==> src/rtl/serializer.sv <==
// -----------------------------------------------------------------------------
// serializer
//
// Purpose:
//    Accepts one parallel frame of N_SAMPLES words over a val/rdy handshake.
//    Emits the words one per val/rdy handshake, word 0 first. This block sits
//    downstream of a vector-wide stage and feeds a word-serial link.
//
// Parameters:
//    N_SAMPLES  words per frame (at least 2; does not need to be a power of two)
//    BIT_WIDTH  bits per word
//
// Ports:
//    clk        system clock, rising edge
//    reset      synchronous, active-low reset
//    recv_val   upstream frame valid
//    recv_rdy   serializer can accept a frame
//    recv_msg   parallel frame, element i is word i
//    send_val   serial word valid
//    send_rdy   downstream can accept a word
//    send_msg   current serial word
//    send_last  high while send_msg carries word N_SAMPLES-1
//
// Optional feature:
//    SERIALIZER_BACK_TO_BACK_EN - when defined, a new frame can be accepted on
//    the same edge that hands off the last word of the current frame. Frames
//    then stream with no idle bubble between them.
// -----------------------------------------------------------------------------
module serializer #(
    parameter int N_SAMPLES = 8,
    parameter int BIT_WIDTH = 32
) (
    input  logic                 clk,
    input  logic                 reset,
    input  logic                 recv_val,
    output logic                 recv_rdy,
    input  logic [BIT_WIDTH-1:0] recv_msg [N_SAMPLES-1:0],
    output logic                 send_val,
    input  logic                 send_rdy,
    output logic [BIT_WIDTH-1:0] send_msg,
    output logic                 send_last
);

    localparam int IDX_W = (N_SAMPLES > 2) ? $clog2(N_SAMPLES) : 1;
    localparam logic [IDX_W-1:0] LAST_IDX = IDX_W'(N_SAMPLES - 1);

    typedef enum logic {
        IDLE = 1'b0,
        SEND = 1'b1
    } state_t;

    state_t               r_state;
    logic [IDX_W-1:0]     r_idx;
    logic [BIT_WIDTH-1:0] r_buf [N_SAMPLES-1:0];

    state_t               w_stateNext;
    logic [IDX_W-1:0]     w_idxNext;
    logic                 w_loadFrame;
    logic                 w_isLast;

    assign w_isLast = (r_idx == LAST_IDX);

    // Next-state and output decode. The outputs come only from registered
    // state, so recv_rdy and send_val have no combinational dependency on the
    // handshake inputs. The one exception is the back-to-back build, where
    // recv_rdy follows send_rdy on the last word. Reset low forces every
    // output to zero. The reset still takes effect on the next edge.
    always_comb begin
        w_stateNext = r_state;
        w_idxNext   = r_idx;
        w_loadFrame = 1'b0;
        recv_rdy    = 1'b0;
        send_val    = 1'b0;
        send_msg    = '0;
        send_last   = 1'b0;

        case (r_state)
            IDLE: begin
                recv_rdy = 1'b1;
                if (recv_val) begin
                    w_loadFrame = 1'b1;
                    w_idxNext   = '0;
                    w_stateNext = SEND;
                end
            end

            SEND: begin
                send_val  = 1'b1;
                send_msg  = r_buf[r_idx];
                send_last = w_isLast;
`ifdef SERIALIZER_BACK_TO_BACK_EN
                if (w_isLast) begin
                    recv_rdy = send_rdy;
                end
`endif
                if (send_rdy) begin
                    if (w_isLast) begin
                        w_idxNext   = '0;
                        w_stateNext = IDLE;
`ifdef SERIALIZER_BACK_TO_BACK_EN
                        // The next frame takes over the buffer on the same
                        // edge that hands off the final word.
                        if (recv_val) begin
                            w_loadFrame = 1'b1;
                            w_stateNext = SEND;
                        end
`endif
                    end else begin
                        w_idxNext = r_idx + 1'b1;
                    end
                end
            end

            default: begin
                w_stateNext = IDLE;
                w_idxNext   = '0;
            end
        endcase

        if (!reset) begin
            recv_rdy  = 1'b0;
            send_val  = 1'b0;
            send_msg  = '0;
            send_last = 1'b0;
        end
    end

    // State, index and frame buffer. The buffer is written only when a frame
    // is accepted. A reset discards any frame that is still in progress.
    always_ff @(posedge clk) begin
        if (!reset) begin
            r_state <= IDLE;
            r_idx   <= '0;
            for (int i = 0; i < N_SAMPLES; i++) begin
                r_buf[i] <= '0;
            end
        end else begin
            r_state <= w_stateNext;
            r_idx   <= w_idxNext;
            if (w_loadFrame) begin
                r_buf <= recv_msg;
            end
        end
    end

endmodule
==> config.mk <==
export PLATFORM = sky130hd
export DESIGN_NAME = serializer
export DESIGN_NICKNAME = d
export VERILOG_FILES = /design/src/rtl/serializer.sv
export SDC_FILE = /design/constraint.sdc
export NUM_CORES = 1
export LEC_CHECK = 0
export ABC_AREA = 1
export BUFFER_PORTS_ARGS = -buffer_cell sky130_fd_sc_hd__buf_4
export CAP_MARGIN = 20
export CELL_PAD_IN_SITES_DETAIL_PLACEMENT = 1
export CELL_PAD_IN_SITES_GLOBAL_PLACEMENT = 1
export CORE_ASPECT_RATIO = 0.5
export CORE_MARGIN = 3
export CORE_UTILIZATION = 30
export DETAILED_ROUTE_END_ITERATION = 10
export HOLD_SLACK_MARGIN = 0.02
export PLACE_DENSITY_LB_ADDON = 0.05
export SETUP_SLACK_MARGIN = 0.2
export SYNTH_ARGS = -nofsm -noshare
export SYNTH_HDL_FRONTEND = slang
export SYNTH_SLANG_ARGS = --single-unit
==> constraint.sdc <==
create_clock -name clk -period 3.3 [get_ports clk]
set_input_delay 0.66 -clock clk [delete_from_list [all_inputs] [get_ports clk]]
set_output_delay 0.66 -clock clk [all_outputs]
set_load 0.02 [all_outputs]
---- After elaboration in Yosys (flattened, before gate mapping) ----
Cells that the tools add are included.
operators by class
  $add $sub $neg .......................... 1
  order comparisons ....................... 1
  equal/unequal tests ..................... 3
  multiplexer cells ....................... 19
  bitwise logic cells ..................... 1
  reductions and logical operators ........ 1
operators with widths
  operator                                                     number
  binary-select mux 32 bit (select 3 bit)                      1
  two-way mux 32 bit                                           3
  two-way mux 1 bit                                            10
  two-way mux 3 bit                                            3
  case mux 3 bit (2 select lines)                              1
  less-than comparator 3 x 4 -> 1 bit (second input constant)  1
  != test 2 bit (second input constant)                        2
  adder 3 x 1 -> 3 bit (second input constant)                 1
  equality test 3 bit (second input constant)                  1
  case mux 1 bit (2 select lines)                              1
  AND reduction 2 bit                                          1
  NOT 1 bit                                                    1
storage, ports and cells
  register bits ........................... 260
  bits of input ports ..................... 260
  output and inout port bits .............. 35
  word-level logic and storage cells ...... 36

---- Depth between registers and ports, before layout ----
  depth after elaboration ................. 4
  gate-level depth with buffers ........... 8
  depth with buffers taken out ............ 6

---- Worst setup path after synthesis ----
OpenSTA, ideal clock, no wires.
  kind .................................... input to output
  from .................................... input reset
  to ...................................... output send_msg[22]
  arrival time ............................ 1.587 ns
  data required time ...................... 2.640 ns
  setup slack ............................. 1.053 ns
  cell stages on the path ................. 6
  path buffers ............................ 2
  cell sequence ........................... buf_2 > nand2_1 > inv_1 > buf_2 > nand2_1 > nor2_1
on the way
  word-level cells in the longest chain between the ends .. 1
ends and longest elaborated chain
  what                line  text
  start, declared     34    input logic reset,
  two-way mux 32 bit  120   if (!reset) begin
  end, declared       40    output logic [BIT_WIDTH-1:0] send_msg,
Every way passes these cells.

---- Worst setup path in the final report ----
  from .................................... register r_idx[0]
  to ...................................... output send_msg[4]
on the way
  word-level cells in the longest chain between the ends .. 4
ends and longest elaborated chain
  what                                      line  text
  start, declared                           53    logic [IDX_W-1:0] r_idx;
  start signal, assigned                    139   r_idx <= w_idxNext;
  binary-select mux 32 bit (select 3 bit)   89    send_msg = r_buf[r_idx];
  two-way mux 32 bit (implied by the code)  89
  two-way mux 32 bit                        77    case (r_state)
  two-way mux 32 bit                        120
Every way passes these cells. The select of a mux whose other input is x is not followed.

==> flow_metrics.py <==
metrics = {
    "outcome": {
        "outcome": "finished, final reports clean",
    },
    "route": {
        "detailed_router_s_first_iteration_violation_count": 653,
        "vias": 12000,
        "detail_route.vias_per_cell": 4.82,
        "drc": 0,
        "detail-route-antenna-nets": 0,
        "dr.pass1.iters": 4,
        "wirelength_um": 47800,
        "average_routed_wire_per_standard_cell_um": 19.3,
    },
    "final_layout": {
        "finalNonFillerCells": 2484,
        "layout.cells.most_common_list": "sky130_fd_sc_hd__nand2_1, sky130_fd_sc_hd__buf_4, sky130_fd_sc_hd__inv_1",
        "antennaDiodeCount": 0,
        "final_nets": 2209,
        "layout.cells.most_common": "sky130_fd_sc_hd__nand2_1",
        "layout-drive-gt1-share_pct": 18.8,
        "layout-area-overhead-vs-synth_pct": 30.2,
        "design_area_um2": 15300,
        "num-fill-cells": 4811,
    },
    "logic_synthesis": {
        "synth-seq-area-share_pct": 44.4,
        "adder_cell_area_share_of_the_yosys_netlist_pct": 0.213,
        "synth_top_family_by_area": "compound AO/OA/AOI/OAI gates",
        "mappedNetlistArea_um2": 11700,
        "synthesis.instances": 1735,
        "synth-warning-count": 0,
        "synth_top_cells_by_area": "sky130_fd_sc_hd__dfxtp_1, sky130_fd_sc_hd__a21oi_1, sky130_fd_sc_hd__nand2_1",
        "post-synth-top-area-cell": "sky130_fd_sc_hd__dfxtp_1",
        "synth-seq-cells": 260,
        "share_of_the_synthesized_netlist_area_taken_by_xor_and_xnor_gates_pct": 0,
        "syn_nets": 1997,
        "synthDistinctLibCells": 16,
        "synth.top_cell.area_share_pct": 44.4,
        "post_synth_and_or_nand_nor_area_fraction_pct": 19.5,
        "synthMuxAreaShare_pct": 0,
        "fraction_of_the_mapped_netlist_area_in_compound_gates_pct": 22.1,
        "syn-mean-instance-area_um2": 6.76,
    },
    "global_route": {
        "grt_start_max_net_pins": 229,
        "first_pass_grt_wire_length_um": 71500,
        "globalRoute.totalOverflow": 0,
        "first_global_vias": 12600,
        "grt_antenna_before_repair": 0,
        "globalRouteTotalUtil_pct": 21.9,
    },
    "floorplan": {
        "die_area_um2": 41700,
        "std_cell_rows": 50,
        "die_width_um": 286,
        "num_io_pins": 295,
        "floorplan.initialDensity_pct": 30.9,
        "fp.coreArea_um2": 38000,
        "die_y_um": 146,
    },
    "worst_setup_path": {
        "end_kind": "output pin",
        "regToRegStartpoint": "r_state",
        "critical_path.slowest_cell": "sky130_fd_sc_hd__dfxtp_4",
        "crit_path_cell_trace": "inv_6, buf_12, nand2_1, nand3_1, nand3_1, nand2_1, nor2_1, buf_4",
        "setup.worst_path.start_class": "register",
        "worst_r2r_path_depth": 5,
        "crit_path_start": "r_idx[0]",
        "timing_worst_setup_path_type": "reg -> out",
        "reg2reg_to": "r_buf[194]",
        "path_buf_inv": 3,
        "cp.arrival_ns": 2.26,
        "cpPeakStageDelay_ns": 0.42,
        "worst_ep_required_time_ns": 2.64,
        "timing.critical_path.fanout_max": 37,
        "crit_family": "simple AND/OR/NAND/NOR gates",
        "r2r_slack_ns": 1.30,
    },
    "min_path": {
        "worstHoldEndpoint": "r_buf[78]",
        "min_path_type": "in -> reg",
        "min_from": "recv_msg[78]",
        "timing.hold.worst_path_depth": 3,
    },
    "pwr": {
        "internal_power_of_the_cells_w": 0.00601,
        "sw_ratio_pct": 27.1,
        "p_seq_share_pct": 41.9,
        "ir_worst_vdd_v": 0.000332,
        "power.static_leakage_nw": 6.89,
        "power.density_cell_area_nw_per_um2": 539,
        "power_frac_clock_pct": 41.6,
        "p_total_w": 0.00824,
        "combinational_power_share_pct": 16.5,
        "netSwitchingPower_w": 0.00223,
    },
    "sta": {
        "finalSetupTns_ns": 0,
        "maxSlewHeadroom_pct": 41.3,
        "timing_hold_violations_final": 0,
        "timing_max_transition_violations_final": 0,
        "worst_setup_skew_after_layout_ns": 0.0131,
        "worst_pin_slew_ns": 0.880,
        "fmaxAchievable_mhz": 342,
        "setup_repair_after_global_routing_missed_its_margin": "false",
        "fin_crit_ns": 2.92,
        "final_min_period_over_clock_period_pct": 88.6,
        "finalSetupViolCount": 0,
    },
    "placement": {
        "post_place_cells": 2438,
        "dpl.hpwl_um": 34900,
        "place.port_buffers": 294,
        "final_weighted_congestion_in_routability_driven_placement": 0.852,
        "placedInstanceArea_um2": 14300,
    },
    "clock_network": {
        "insertion_delay_ns": 0.54,
        "ctsHtreeMaxLevel": 1,
        "max-clock-path-buffers": 3,
        "clock-root-buffer": "sky130_fd_sc_hd__clkbuf_16",
        "postCtsResizedCells": 0,
        "cts.sinks": 260,
        "ctsHoldBuffers": 0,
        "tritoncts": "yes",
        "path_clk_slew_ns": 0.07,
        "cts_post_setup_buffers_inserted": 0,
        "cts_made_buffers": 26,
    },
    "run": {
        "timing.max_cap.violations": 0,
    },
}
==> how the worst max path moves through the flow <==
stage                     slack (ns)  cells past startpoint           end
final                           0.38                      8   send_msg[4]
after global routing            0.21                      8   send_msg[6]
after CTS                       0.22                      7  send_msg[10]
after detailed placement        0.81                      7  send_msg[10]
after global placement          0.81                      6   send_msg[7]
after floorplan                 1.05                      6  send_msg[22]
==> power groups by stage <==
stage	Combinational [W]	Sequential, W	Clock (W)
floorplan	0.000761	0.00350	0
global placement	0.00133	0.00351	0
detailed placement	0.00136	0.00352	0
CTS	0.00136	0.00345	0.00350
global route	0.00152	0.00347	0.00365
finish	0.00136	0.00345	0.00343
==> tightest hold or removal path, stage by stage <==
cell	delay (ns)
sky130_fd_sc_hd__buf_4	0.08
sky130_fd_sc_hd__o21ai_1	0.06
sky130_fd_sc_hd__a21oi_1	0.10
==> sequential cells by signal (all words and copies together), names as in the netlist <==
register  cells
r_buf       256
r_state       1
r_idx         3
==> routing by layer <==
| metal | GRT usage, % | vias to the layer above | part of all wire [%] |
|---|---|---|---|
| met5 | 0 | - | 0 |
| met1 | 28.2 | 5753 | 45 |
| met4 | 4.83 | 0 | 2.2 |
| met3 | 4.18 | 61 | 4.3 |
| li1 | - | 5955 | - |
| met2 | 38.1 | 204 | 49 |
==> synth_stat cells <==
cell                       count
sky130_fd_sc_hd__nand2_1     325
sky130_fd_sc_hd__inv_1       261
sky130_fd_sc_hd__a21oi_1     260
sky130_fd_sc_hd__dfxtp_1     260
sky130_fd_sc_hd__o21ai_0     187
sky130_fd_sc_hd__nand3_1     161
sky130_fd_sc_hd__buf_2        82
sky130_fd_sc_hd__o21ai_1      71
sky130_fd_sc_hd__nor2_1       68
sky130_fd_sc_hd__clkbuf_1     41
sky130_fd_sc_hd__buf_1         8
sky130_fd_sc_hd__buf_4         5
sky130_fd_sc_hd__ha_1          2
sky130_fd_sc_hd__inv_2         2
sky130_fd_sc_hd__inv_4         1
sky130_fd_sc_hd__nor2_2        1
==> layout make-up <==
class                   count  area (µm²)  area share, %
clock buffers              36         781           5.11
clock inverters             9         195           1.28
inverters                 264        1010           6.60
repair buffers            320        2520           16.5
multi-input cells        1075        4900           32.1
flip-flops and latches    260        5210           34.1
well taps                 520         651           4.26
==> stage by stage <==
stage / setup WS, ns / util [%] / hold WS, ns
after global routing: 0.214 / 40.2 / 0.377
final: 0.377 / 40.2 / 0.384
after detailed placement: 0.812 / 37.5 / 0.447
after CTS: 0.224 / 40.1 / 0.366
after global placement: 0.811 / 37.5 / 0.441
after floorplan: 1.05 / - / 0.429
==> cells by family after synthesis <==
logic type	count (synthesis)
AND/OR/NAND/NOR	555
AO/OA/AOI/OAI	518
buffers and inverters	400
flip-flops	260
adder cells (fa/ha/maj)	2
No activity file was read; power rests on OpenSTA's default activity.
